## src/rtl/alu_seq.sv

```systemverilog
// alu_seq: clocked 8-op ALU with valid/ready handshakes on both sides.
// ADD/SUB/logic ops and divide-by-zero finish at the accept edge.
// MUL (shift-add) and DIV (restoring) take one bit per cycle.
module alu_seq #(
  parameter int DATA_WIDTH = 16
) (
  input  logic                  clk,
  input  logic                  rst_n,
  input  logic                  in_valid,
  output logic                  in_ready,
  input  logic [2:0]            oc,
  input  logic [DATA_WIDTH-1:0] a,
  input  logic [DATA_WIDTH-1:0] b,
  output logic                  out_valid,
  input  logic                  out_ready,
  output logic [DATA_WIDTH-1:0] f,
  output logic [DATA_WIDTH-1:0] hi,
  output logic                  flag_z,
  output logic                  flag_c,
  output logic                  flag_v,
  output logic                  flag_dz
);

  localparam int W  = DATA_WIDTH;
  localparam int CW = $clog2(DATA_WIDTH);

  typedef enum logic [1:0] {S_IDLE, S_BUSY, S_DONE} state_e;
  typedef enum logic [2:0] {
    OP_ADD = 3'b000, OP_SUB = 3'b001, OP_MUL = 3'b010, OP_DIV = 3'b011,
    OP_NOT = 3'b100, OP_XOR = 3'b101, OP_OR  = 3'b110, OP_AND = 3'b111
  } op_e;

  state_e         r_state, w_next;
  logic [CW-1:0]  r_cnt;
  logic           r_is_div;
  logic [W-1:0]   r_p;      // MUL: running upper half; DIV: partial remainder
  logic [W-1:0]   r_q;      // MUL: multiplier / low half; DIV: dividend / quotient
  logic [W-1:0]   r_d;      // MUL: multiplicand; DIV: divisor
  logic [W-1:0]   r_f, r_hi;
  logic           r_z, r_c, r_v, r_dz;

  op_e            w_op;
  logic           w_multi;
  logic [W:0]     w_add, w_sub;
  logic [W-1:0]   w_f1, w_hi1;
  logic           w_c1, w_v1, w_dz1;

  logic [W:0]     w_sum;
  logic [W-1:0]   w_mul_p, w_mul_q;
  logic [W:0]     w_rs;
  logic           w_ge;
  logic [W-1:0]   w_dsub, w_div_p, w_div_q;

  assign w_op    = op_e'(oc);
  assign w_multi = (w_op == OP_MUL) || ((w_op == OP_DIV) && (b != '0));
  assign w_add   = {1'b0, a} + {1'b0, b};
  assign w_sub   = {1'b0, a} - {1'b0, b};

  // Shift-add step: conditionally add multiplicand, shift {p,q} right by one
  assign w_sum   = {1'b0, r_p} + (r_q[0] ? {1'b0, r_d} : '0);
  assign w_mul_p = w_sum[W:1];
  assign w_mul_q = {w_sum[0], r_q[W-1:1]};

  // Restoring step: shift in next dividend bit, subtract divisor if it fits.
  // The difference is kept to W bits since it is only used when it fits.
  assign w_rs    = {r_p, r_q[W-1]};
  assign w_ge    = (w_rs >= {1'b0, r_d});
  assign w_dsub  = w_rs[W-1:0] - r_d;
  assign w_div_p = w_ge ? w_dsub : w_rs[W-1:0];
  assign w_div_q = {r_q[W-2:0], w_ge};

  // Single-cycle result from the live operands at the accept edge
  always_comb begin
    w_f1  = '0;
    w_hi1 = '0;
    w_c1  = 1'b0;
    w_v1  = 1'b0;
    w_dz1 = 1'b0;
    case (w_op)
      OP_ADD: begin
        w_f1 = w_add[W-1:0];
        w_c1 = w_add[W];
        w_v1 = (a[W-1] == b[W-1]) && (w_add[W-1] != a[W-1]);
      end
      OP_SUB: begin
        w_f1 = w_sub[W-1:0];
        w_c1 = w_sub[W];
        w_v1 = (a[W-1] != b[W-1]) && (w_sub[W-1] != a[W-1]);
      end
      OP_DIV: begin
        w_f1  = '1;
        w_hi1 = a;
        w_dz1 = 1'b1;
      end
      OP_NOT: w_f1 = ~a;
      OP_XOR: w_f1 = a ^ b;
      OP_OR:  w_f1 = a | b;
      OP_AND: w_f1 = a & b;
      OP_MUL: w_f1 = '0;
    endcase
  end

  // State register
  always_ff @(posedge clk or negedge rst_n) begin
    if (!rst_n) r_state <= S_IDLE;
    else        r_state <= w_next;
  end

  // Next-state logic
  always_comb begin
    w_next = r_state;
    case (r_state)
      S_IDLE: if (in_valid) w_next = w_multi ? S_BUSY : S_DONE;
      S_BUSY: if (r_cnt == '0) w_next = S_DONE;
      S_DONE: if (out_ready) w_next = S_IDLE;
      default: w_next = S_IDLE;
    endcase
  end

  // Datapath: operand capture, iteration, and result registers written on entry to DONE
  always_ff @(posedge clk or negedge rst_n) begin
    if (!rst_n) begin
      r_cnt    <= '0;
      r_is_div <= 1'b0;
      r_p      <= '0;
      r_q      <= '0;
      r_d      <= '0;
      r_f      <= '0;
      r_hi     <= '0;
      r_z      <= 1'b0;
      r_c      <= 1'b0;
      r_v      <= 1'b0;
      r_dz     <= 1'b0;
    end else begin
      case (r_state)
        S_IDLE: if (in_valid) begin
          if (w_multi) begin
            r_cnt    <= CW'(W - 1);
            r_p      <= '0;
            r_is_div <= (w_op == OP_DIV);
            r_q      <= (w_op == OP_DIV) ? a : b;
            r_d      <= (w_op == OP_DIV) ? b : a;
          end else begin
            r_f  <= w_f1;
            r_hi <= w_hi1;
            r_z  <= (w_f1 == '0);
            r_c  <= w_c1;
            r_v  <= w_v1;
            r_dz <= w_dz1;
          end
        end
        S_BUSY: begin
          r_p <= r_is_div ? w_div_p : w_mul_p;
          r_q <= r_is_div ? w_div_q : w_mul_q;
          if (r_cnt != '0) begin
            r_cnt <= r_cnt - CW'(1);
          end else begin
            r_f  <= r_is_div ? w_div_q : w_mul_q;
            r_hi <= r_is_div ? w_div_p : w_mul_p;
            r_z  <= r_is_div ? (w_div_q == '0) : (w_mul_q == '0);
            r_c  <= r_is_div ? 1'b0 : (w_mul_p != '0);
            r_v  <= 1'b0;
            r_dz <= 1'b0;
          end
        end
        default: ;
      endcase
    end
  end

  assign in_ready  = (r_state == S_IDLE);
  assign out_valid = (r_state == S_DONE);
  assign f         = r_f;
  assign hi        = r_hi;
  assign flag_z    = r_z;
  assign flag_c    = r_c;
  assign flag_v    = r_v;
  assign flag_dz   = r_dz;

endmodule

```

## config.mk

```make
export PLATFORM = sky130hd
export DESIGN_NAME = alu_seq
export DESIGN_NICKNAME = d
export VERILOG_FILES = /design/src/rtl/alu_seq.sv
export SDC_FILE = /design/constraint.sdc
export NUM_CORES = 1
export LEC_CHECK = 0
export ABC_CLOCK_PERIOD_IN_PS = 5700
export CAP_MARGIN = 20
export CELL_PAD_IN_SITES_DETAIL_PLACEMENT = 1
export CELL_PAD_IN_SITES_GLOBAL_PLACEMENT = 2
export CORE_UTILIZATION = 38
export CTS_CLUSTER_DIAMETER = 60
export DETAILED_ROUTE_END_ITERATION = 16
export GPL_ROUTABILITY_DRIVEN = 0
export GPL_TIMING_DRIVEN = 0
export PLACE_DENSITY = 0.91
export SYNTH_ARGS = -nofsm -noshare
export SYNTH_HDL_FRONTEND = slang
export SYNTH_SLANG_ARGS = --single-unit
```

## constraint.sdc

```tcl
create_clock -name clk -period 5.7 [get_ports clk]
set_clock_uncertainty 0.2 [all_clocks]
set_input_delay 1.14 -clock clk [delete_from_list [all_inputs] [get_ports clk]]
set_output_delay 1.14 -clock clk [all_outputs]
set_load 0.03 [all_outputs]
```

==> results.sh, run 1 <==
export IMPL_status="completed"
export IMPL_core_area_mm2=0.0237
export IMPL_min_period_over_period_pct=91.9
export IMPL_dieArea_mm2=0.0250
export IMPL_crit_buf_inv=3
export IMPL_drv_slew=0
export IMPL_clk_pin_slew_worst_paths_ns=0.07
export IMPL_final_cell_mix="136 x nor2_1, 136 x a21oi_1, 135 x nand2_1"
export IMPL_dpl_cell_area_mm2=0.0104
export IMPL_wirelength_mm=38.2
export IMPL_cts_made_buffers=9
export IMPL_drtPass1Iterations=5
export IMPL_crit_required_ns=5.79
export IMPL_p_leak_nw=4.80
export IMPL_postCtsHoldBufs=0
export IMPL_synth_seq_area_share_pct=24.6
export IMPL_cpMaxStageDelayCell="clkdlybuf4s50_1"
export IMPL_path_depth=13
export IMPL_wl_per_cell_um=23.1
export IMPL_worstHoldPathType="flip-flop to flip-flop"
export IMPL_syn_to_final_growth_pct=16.0
export IMPL_synth_main_ff_cell="dfrtp_1"
export IMPL_synth_ff_latch_count=91
export IMPL_clk_path_buf_depth=2
export IMPL_cp_cell_sequence="clkdlybuf4s50_1 -> inv_1 -> ha_1 -> clkbuf_1 -> nor2b_1 -> o311ai_1 -> a2111oi_0 -> o31a_1 -> o221ai_1 -> nor2_1 -> nor4b_1 -> nand4_1 -> nand2_1"
export IMPL_vias=9784
export IMPL_drc_errors=0
export IMPL_port_buffers=75
export IMPL_cts_resized=0
export IMPL_relSlewSlack_pct=26.9
export IMPL_antenna_found_initial=0
export IMPL_dieHeight_um=158
export IMPL_netlist_area_mm2=0.00925
export IMPL_critPathTopFamily="compound AO/OA/AOI/OAI gates"
export IMPL_worst_pin_slew_ns=1.09
export IMPL_synth_net_count=1366
export IMPL_holdWs_ns=0.272
export IMPL_place_inst=1637
export IMPL_worstSetupPathType="input pin to flip-flop"
export IMPL_drive_gt1_share_pct=3.53
export IMPL_initial_core_util_pct=39.1
export IMPL_grt_max_degree=57
export IMPL_cp_arrival_ns=5.33
export IMPL_syn_avg_cell_area_um2=7.45
export IMPL_fmax_mhz=191
export IMPL_diodes=0
export IMPL_end_kind="flip-flop"
export IMPL_synth_cell_types=68
export IMPL_totalPowerFinal_mw=5.23
export IMPL_finalSetupViolCount=0
export IMPL_holdPathStages=2
export IMPL_first_global_vias=10000
export IMPL_hold_viol=0
export IMPL_cts_setup_buffers=0
export IMPL_worst_setup_path_start_kind="input pin"
export IMPL_cts_root_buffer="clkbuf_16"
export IMPL_io_pins=77
export IMPL_ant_nets=0
export IMPL_clk_latency_ns=0.36
export IMPL_rr_worst_depth=11
export IMPL_grt_first_pass_wirelength_mm=58.4
export IMPL_viasPerCell=5.92
export IMPL_synth_edff_count=0
export IMPL_cts_htree_levels=3
export IMPL_critPathMaxFanout=9
export IMPL_gr_total_overflow=0
export IMPL_fp_dieW_um=158
export IMPL_finalWorstPathRequiredPeriod_ns=5.24
export IMPL_cts_sinks=91
export IMPL_nets=1453
export IMPL_peakVddDrop_mv=0.308
export IMPL_final_area_mm2=0.0107
export IMPL_drt_iter0_drc=560
export IMPL_netlist_instances=1242
export IMPL_async_flop_share_pct=100
export IMPL_power_density_mw_per_mm2=488
export IMPL_yosysWarnings=0
export IMPL_rsz0062_at_grt="false"
export IMPL_final_cell_count_no_fill=1652
export IMPL_dp_hpwl_mm=30.7
export IMPL_drv_cap=0
export IMPL_cts_tree="built"
export IMPL_placementRows=56
export IMPL_postLayoutCoreUtil_pct=45.3
export IMPL_cpPeakStageDelay_ns=0.67
export IMPL_grtUsageTotal_pct=31.5
## worst min-delay path, stage by stage (launching register included)
cell     delay (ns)
dfrtp_1        0.35
nand2_1        0.05
nand2_1        0.05
## stage by stage
step                setup TNS [ns]  setup WS (ns)
finish                           0          0.460
global route                     0          0.280
CTS                              0          0.534
detailed placement               0          0.182
global placement            -29.60         -0.333
floorplan                        0           1.77
## flip-flops by register name (all words and copies together), names as in the netlist
signal,count
flag_dz,1
flag_c,1
flag_v,1
hi,16
r_cnt,4
f,16
r_p,16
r_d,16
flag_z,1
r_state,2
r_q,16
r_is_div,1
## layer usage
metal	up-vias	global-route usage, %	wire length, um
met5	-	0	0
met4	0	14.4	1690
met3	87	2.71	1560
met1	4839	39.5	16400
met2	254	54.6	18600
li1	4604	-	-
## power by group
| part | internal (mW) | switching, mW | total (mW) |
|---|---|---|---|
| combinational | 1.30 | 2.06 | 3.37 |
| clock | 0.366 | 0.283 | 0.649 |
| sequential | 0.938 | 0.280 | 1.22 |
| total | 2.61 | 2.63 | 5.23 |
## cell usage after synthesis, types with 16 or more instances
master / n / area, um^2
nand3_1: 20 / 100
a21o_1: 29 / 218
nor2_1: 136 / 510
ha_1: 81 / 1010
inv_1: 71 / 267
nor3_1: 26 / 130
nor4_1: 16 / 100
dfrtp_1: 91 / 2280
a21oi_1: 136 / 681
nand2_1: 135 / 507
mux2_2: 17 / 191
xnor2_1: 26 / 228
a211oi_1: 16 / 120
mux2i_1: 25 / 250
clkbuf_1: 66 / 248
and2_1: 18 / 113
o21ai_0: 96 / 480
## worst paths after layout
check                           end  slack [ns]  startpoint
max                          flag_z        0.46        a[2]
min                            f[9]        0.27        f[9]
max reg2reg                  flag_c        0.98      r_q[0]
min reg2reg                    f[9]        0.27        f[9]
max in group asynchronous    r_q[0]        4.06       rst_n
min in group asynchronous  r_cnt[0]        0.55       rst_n
## area by class of cell
cell class / instances / area (um^2)
Timing Repair Buffer: 76 / 776
Buffer: 76 / 288
Fill cell: 3049 / 12900
Sequential cell: 91 / 2280
Multi-Input combinational cell: 1004 / 6420
Inverter: 71 / 267
Clock buffer: 11 / 253
Clock inverter: 4 / 56.3
Tap cell: 319 / 399
## logic make-up (layout without fill, tap and decap cells)
kind of cell             count (synthesis)  count (layout)  synth area share [%]
adder cells (fa/ha/maj)                 85              85                  11.8
XOR/XNOR                                33              33                  3.12
buffers and inverters                  147             238                  5.99
AND/OR/NAND/NOR                        439             439                  22.2
AO/OA/AOI/OAI                          404             404                  27.2
multiplexers                            43              43                  5.02
flip-flops                              91              91                  24.6
No activity file was read; power rests on OpenSTA's default activity.
==> run 2, diff against run 1 <==
Settings changed: CORE_MARGIN set to 4.
==> results.sh, run 2 (synthesis results as in run 1) <==
export IMPL_status="completed"
export IMPL_core_area_mm2=0.0237
export IMPL_wirelength_mm=38.3
export IMPL_fp_dieW_um=164
export IMPL_finalSetupViolCount=0
export IMPL_dieHeight_um=164
export IMPL_postCtsHoldBufs=0
export IMPL_cpPeakStageDelay_ns=0.67
export IMPL_sw_frac_of_total_pct=50.9
export IMPL_cts_sinks=91
export IMPL_syn_to_final_growth_pct=15.7
export IMPL_hold_viol=0
export IMPL_worstSetupPathType="input pin to flip-flop"
export IMPL_worst_pin_slew_ns=0.987
export IMPL_drive_gt1_share_pct=3.53
export IMPL_grt_first_pass_wirelength_mm=59.6
export IMPL_ant_nets=0
export IMPL_wl_met2_mm=18.8
export IMPL_p_leak_nw=4.77
export IMPL_wl_per_cell_um=23.2
export IMPL_nFillCells=3041
export IMPL_grt_max_degree=69
export IMPL_viasPerCell=5.96
export IMPL_drtPass1Iterations=6
export IMPL_intPower_mw=2.54
export IMPL_clk_path_buf_depth=2
export IMPL_holdWs_ns=0.272
export IMPL_fmax_mhz=189
export IMPL_critPathTopFamily="compound AO/OA/AOI/OAI gates"
export IMPL_initial_core_util_pct=39.1
export IMPL_placementRows=56
export IMPL_finalWorstPathRequiredPeriod_ns=5.30
export IMPL_totalPowerFinal_mw=5.17
export IMPL_cp_arrival_ns=5.39
export IMPL_worstHoldPathType="flip-flop to flip-flop"
export IMPL_port_buffers=75
export IMPL_vias=9840
export IMPL_cp_cell_sequence="clkdlybuf4s50_1 -> inv_1 -> ha_1 -> clkbuf_1 -> nor2b_1 -> o311ai_1 -> a2111oi_0 -> o31a_1 -> o221ai_1 -> nor2_1 -> nor4b_1 -> nand4_1 -> nand2_1"
export IMPL_cts_made_buffers=9
export IMPL_cts_setup_buffers=0
export IMPL_drt_met1_wl_mm=16.4
export IMPL_drc_errors=0
export IMPL_min_period_over_period_pct=92.9
export IMPL_final_cell_mix="136 x nor2_1, 136 x a21oi_1, 135 x nand2_1"
export IMPL_peakVddDrop_mv=0.373
export IMPL_drv_slew=0
export IMPL_wl_met3_mm=1.71
export IMPL_dp_hpwl_mm=30.5
export IMPL_first_global_vias=10100
export IMPL_cts_root_buffer="clkbuf_16"
export IMPL_end_kind="flip-flop"
export IMPL_highest_signal_layer="met4"
export IMPL_postLayoutCoreUtil_pct=45.2
export IMPL_drt_iter0_drc=684
export IMPL_holdPathStages=2
export IMPL_power_density_mw_per_mm2=484
export IMPL_drv_cap=0
export IMPL_antenna_found_initial=0
export IMPL_io_pins=77
export IMPL_p_comb_share_pct=65.2
export IMPL_gr_total_overflow=0
export IMPL_cts_htree_levels=3
export IMPL_rr_worst_depth=11
export IMPL_clk_latency_ns=0.36
export IMPL_clk_pin_slew_worst_paths_ns=0.07
export IMPL_relSlewSlack_pct=33.8
export IMPL_cts_tree="built"
export IMPL_grtUsageTotal_pct=28.7
export IMPL_crit_required_ns=5.79
export IMPL_rsz0062_at_grt="false"
export IMPL_path_depth=13
export IMPL_crit_buf_inv=3
export IMPL_cpMaxStageDelayCell="o311ai_1"
export IMPL_p_sw_mw=2.63
export IMPL_dieArea_mm2=0.0269
export IMPL_critPathMaxFanout=9
export IMPL_diodes=0
export IMPL_cts_resized=0
export IMPL_seq_power_share_pct=23.5
export IMPL_power_share_clock_pct=11.3
export IMPL_nets=1453
export IMPL_worst_setup_path_start_kind="input pin"
[run 2: cell count changes in the layout (fill, tap and decap cells not counted)]
| cell | previous run | this run |
|---|---|---|
| bufinv_16 | 1 | 0 |
| clkbuf_8 | 2 | 0 |
| clkinv_2 | 0 | 1 |
| clkinv_4 | 1 | 0 |
| clkinvlp_4 | 0 | 2 |
| inv_8 | 0 | 1 |
[run 2: worst paths after layout]
| kind | from | endpoint | slack [ns] |
|---|---|---|---|
| max | a[2] | flag_z | 0.40 |
| min | f[9] | f[9] | 0.27 |
| max reg2reg | r_q[0] | flag_c | 0.84 |
| min in group asynchronous | rst_n | r_p[11] | 0.49 |
| min reg2reg | f[9] | f[9] | 0.27 |
| max in group asynchronous | rst_n | r_q[3] | 4.13 |
[run 2: stage by stage]
step	instance area [um^2]	instances	setup slack, ns	setup TNS (ns)
after floorplan	9250	1242	1.77	0
after global placement	10400	1636	-0.329	-29.09
after detailed placement	10400	1637	0.123	0
after CTS	10700	1652	0.461	0
after global routing	10700	1652	0.0910	0
final	10700	1652	0.404	0
[run 2: cell type report]
cell class | instances | area (um^2) | area share, %
sequential | 91 | 2280 | 21.3
multi-input combinational | 1004 | 6420 | 60.0
tap | 319 | 399 | 3.73
timing repair buffer | 76 | 776 | 7.25
clock buffer | 9 | 225 | 2.11
clock inverter | 6 | 48.8 | 0.456
inverter | 71 | 267 | 2.49
buffer | 76 | 288 | 2.69
[run 2: per-layer routing]
metal | vias up | global-route usage, %
met5 | - | 0
met4 | 0 | 10.5
met3 | 76 | 2.11
met2 | 276 | 50.0
met1 | 4880 | 37.3
li1 | 4608 | -
[run 2: worst register-to-register path, stage by stage (launching register included)]
cell and delay, ns:
dfrtp_1 0.32, clkbuf_1 0.46, clkbuf_1 0.43, and2_1 0.20
ha_1 0.24, fa_1 0.46, or4_1 0.52, or3_1 0.32
or4_1 0.54, nor4_1 0.49, a41oi_1 0.27, a211o_1 0.31
[run 2: power by group through the flow]
| stage | registers [mW] | clock network (mW) | logic, mW |
|---|---|---|---|
| after floorplan | 1.36 | 0 | 2.05 |
| after global placement | 1.21 | 0 | 3.25 |
| after detailed placement | 1.22 | 0 | 3.32 |
| after CTS | 1.21 | 0.591 | 3.35 |
| after global routing | 1.26 | 0.618 | 3.67 |
| final | 1.21 | 0.587 | 3.37 |
==> run 3, diff against run 2 <==
Settings changed: RECOVER_POWER set to 100.
==> results.sh, run 3 (synthesis results as in run 1) <==
export IMPL_violations="max-capacitance violations, max-slew violations"
export IMPL_worstHoldPathType="flip-flop to flip-flop"
export IMPL_wirelength_mm=38.2
export IMPL_hp_start="f[9]"
export IMPL_vias=9883
export IMPL_nFillCells=3043
export IMPL_worst_setup_path_start_kind="input pin"
export IMPL_hold_viol=0
export IMPL_power_share_clock_pct=11.4
export IMPL_drv_cap=2
export IMPL_port_buffers=75
export IMPL_cts_sinks=91
export IMPL_finalSetupViolCount=0
export IMPL_fp_dieW_um=164
export IMPL_relSlewSlack_pct=-18.0
export IMPL_gr_total_overflow=0
export IMPL_top_usage_layer="met2"
export IMPL_grtUsageTotal_pct=28.7
export IMPL_drv_slew=77
export IMPL_finalWorstPathRequiredPeriod_ns=5.34
export IMPL_cts_root_buffer="clkbuf_16"
export IMPL_nets=1453
export IMPL_viasPerCell=5.98
export IMPL_seq_power_share_pct=23.6
export IMPL_crit_buf_inv=3
export IMPL_r2r_start="r_q[0]"
export IMPL_cts_setup_buffers=0
export IMPL_clk_path_buf_depth=2
export IMPL_postCtsHoldBufs=0
export IMPL_end_kind="flip-flop"
export IMPL_place_ws_ns=0.123
export IMPL_drc_errors=0
export IMPL_peakVddDrop_mv=0.368
export IMPL_wl_per_cell_um=23.2
export IMPL_clk_latency_ns=0.36
export IMPL_cts_resized=0
export IMPL_use_met2_pct=50.0
export IMPL_antenna_found_initial=0
export IMPL_io_pins=77
export IMPL_p_sw_mw=2.62
export IMPL_initial_core_util_pct=39.1
export IMPL_cp_cell_sequence="clkdlybuf4s50_1 -> inv_1 -> ha_1 -> clkbuf_1 -> nor2b_1 -> o311ai_1 -> a2111oi_0 -> o31a_1 -> o221ai_1 -> nor2_1 -> nor4b_1 -> nand4_1 -> nand2_1"
export IMPL_rrSetupSlack_ns=0.83
export IMPL_diodes=0
export IMPL_met1_usage_pct=37.3
export IMPL_placementRows=56
export IMPL_dp_hpwl_mm=30.5
export IMPL_rsz0062_at_grt="false"
export IMPL_worstSetupPathType="input pin to flip-flop"
export IMPL_holdPathStages=2
export IMPL_cts_htree_levels=3
export IMPL_dieArea_mm2=0.0269
export IMPL_clk_pin_slew_worst_paths_ns=0.08
export IMPL_core_area_mm2=0.0237
export IMPL_status="finished with violations"
export IMPL_layout_setup_ws_ns=0.362
export IMPL_grt_max_degree=69
export IMPL_drtPass1Iterations=5
export IMPL_sw_frac_of_total_pct=51.3
export IMPL_grt_first_pass_wirelength_mm=59.6
export IMPL_critPathTopFamily="compound AO/OA/AOI/OAI gates"
export IMPL_crit_required_ns=5.79
export IMPL_cts_made_buffers=9
export IMPL_rr_worst_depth=11
export IMPL_drive_gt1_share_pct=3.38
export IMPL_cts_tree="built"
export IMPL_met3_usage_pct=2.11
export IMPL_p_comb_share_pct=64.9
export IMPL_ant_nets=0
export IMPL_intPower_mw=2.49
export IMPL_totalPowerFinal_mw=5.12
export IMPL_final_cell_mix="136 x nor2_1, 136 x a21oi_1, 135 x nand2_1"
export IMPL_fmax_mhz=187
export IMPL_drt_iter0_drc=693
export IMPL_power_density_mw_per_mm2=480
export IMPL_p_leak_nw=4.80
export IMPL_holdWs_ns=0.266
export IMPL_cp_arrival_ns=5.43
export IMPL_min_period_over_period_pct=93.6
export IMPL_worst_pin_slew_ns=1.77
export IMPL_cpPeakStageDelay_ns=0.64
export IMPL_r2r_end="flag_c"
export IMPL_syn_to_final_growth_pct=15.4
export IMPL_critPathMaxFanout=9
export IMPL_cpMaxStageDelayCell="o311ai_1"
export IMPL_dieHeight_um=164
export IMPL_holdPathEnd="f[9]"
export IMPL_first_global_vias=10100
run 3: cell count changes in the layout (fill, tap and decap cells not counted), sizes merged:
cell,previous run,this run
buf,12,9
clkbuf,75,78
clkdlybuf4s50,74,34
dlygate4sd3,0,40
run 3: worst reg2reg max path, cell delays in order (launching register included):
cell	delay, ns
dfrtp_1	0.32
clkbuf_1	0.46
clkbuf_1	0.43
and2_1	0.20
ha_1	0.24
fa_1	0.46
or4_1	0.52
or3_1	0.32
or4_1	0.54
nor4_1	0.49
a41oi_1	0.27
a211o_1	0.32
run 3: layer usage:
metal / vias to the layer above / routed length, um
li1: 4612 / -
met1: 4922 / 16400
met2: 271 / 18700
met3: 78 / 1660
met4: 0 / 1440
met5: - / 0
run 3: final cells by class:
type                    count  area (um^2)  share of cell area [%]
flip-flops and latches     91         2280                    21.3
multi-input cells        1004         6420                    60.1
inverters                  71          267                    2.50
clock buffers               9          225                    2.11
plain buffers              76          288                    2.70
clock inverters             6         48.8                   0.457
repair buffers             76          749                    7.02
well taps                 319          399                    3.74
run 3: worst max-delay path by stage:
stage | start | cells after the start | slack, ns | to
2_1_floorplan | a[0] | 13 | 1.77 | f[14]
3_3_place_gp | rst_n | 1 | -0.33 | hi[7]
3_5_place_dp | a[2] | 13 | 0.12 | flag_z
4_1_cts | a[2] | 13 | 0.46 | flag_z
5_1_grt | a[2] | 13 | 0.09 | flag_z
6_report | a[2] | 13 | 0.36 | flag_z
run 3: power by group through the flow:
stage	clock, mW	sequential (mW)	combinational [mW]
5_1_grt	0.618	1.25	3.62
2_1_floorplan	0	1.36	2.05
3_5_place_dp	0	1.22	3.32
4_1_cts	0.591	1.21	3.35
3_3_place_gp	0	1.21	3.25
6_report	0.586	1.21	3.32
run 3: metrics by stage:
| stage | util (%) | area [um^2] | instances | setup TNS, ns |
|---|---|---|---|---|
| 2_1_floorplan | - | 9250 | 1242 | 0 |
| 4_1_cts | 45.2 | 10700 | 1652 | 0 |
| 5_1_grt | 45.1 | 10700 | 1652 | 0 |
| 3_3_place_gp | 43.9 | 10400 | 1636 | -29.09 |
| 3_5_place_dp | 44.0 | 10400 | 1637 | 0 |
| 6_report | 45.1 | 10700 | 1652 | 0 |
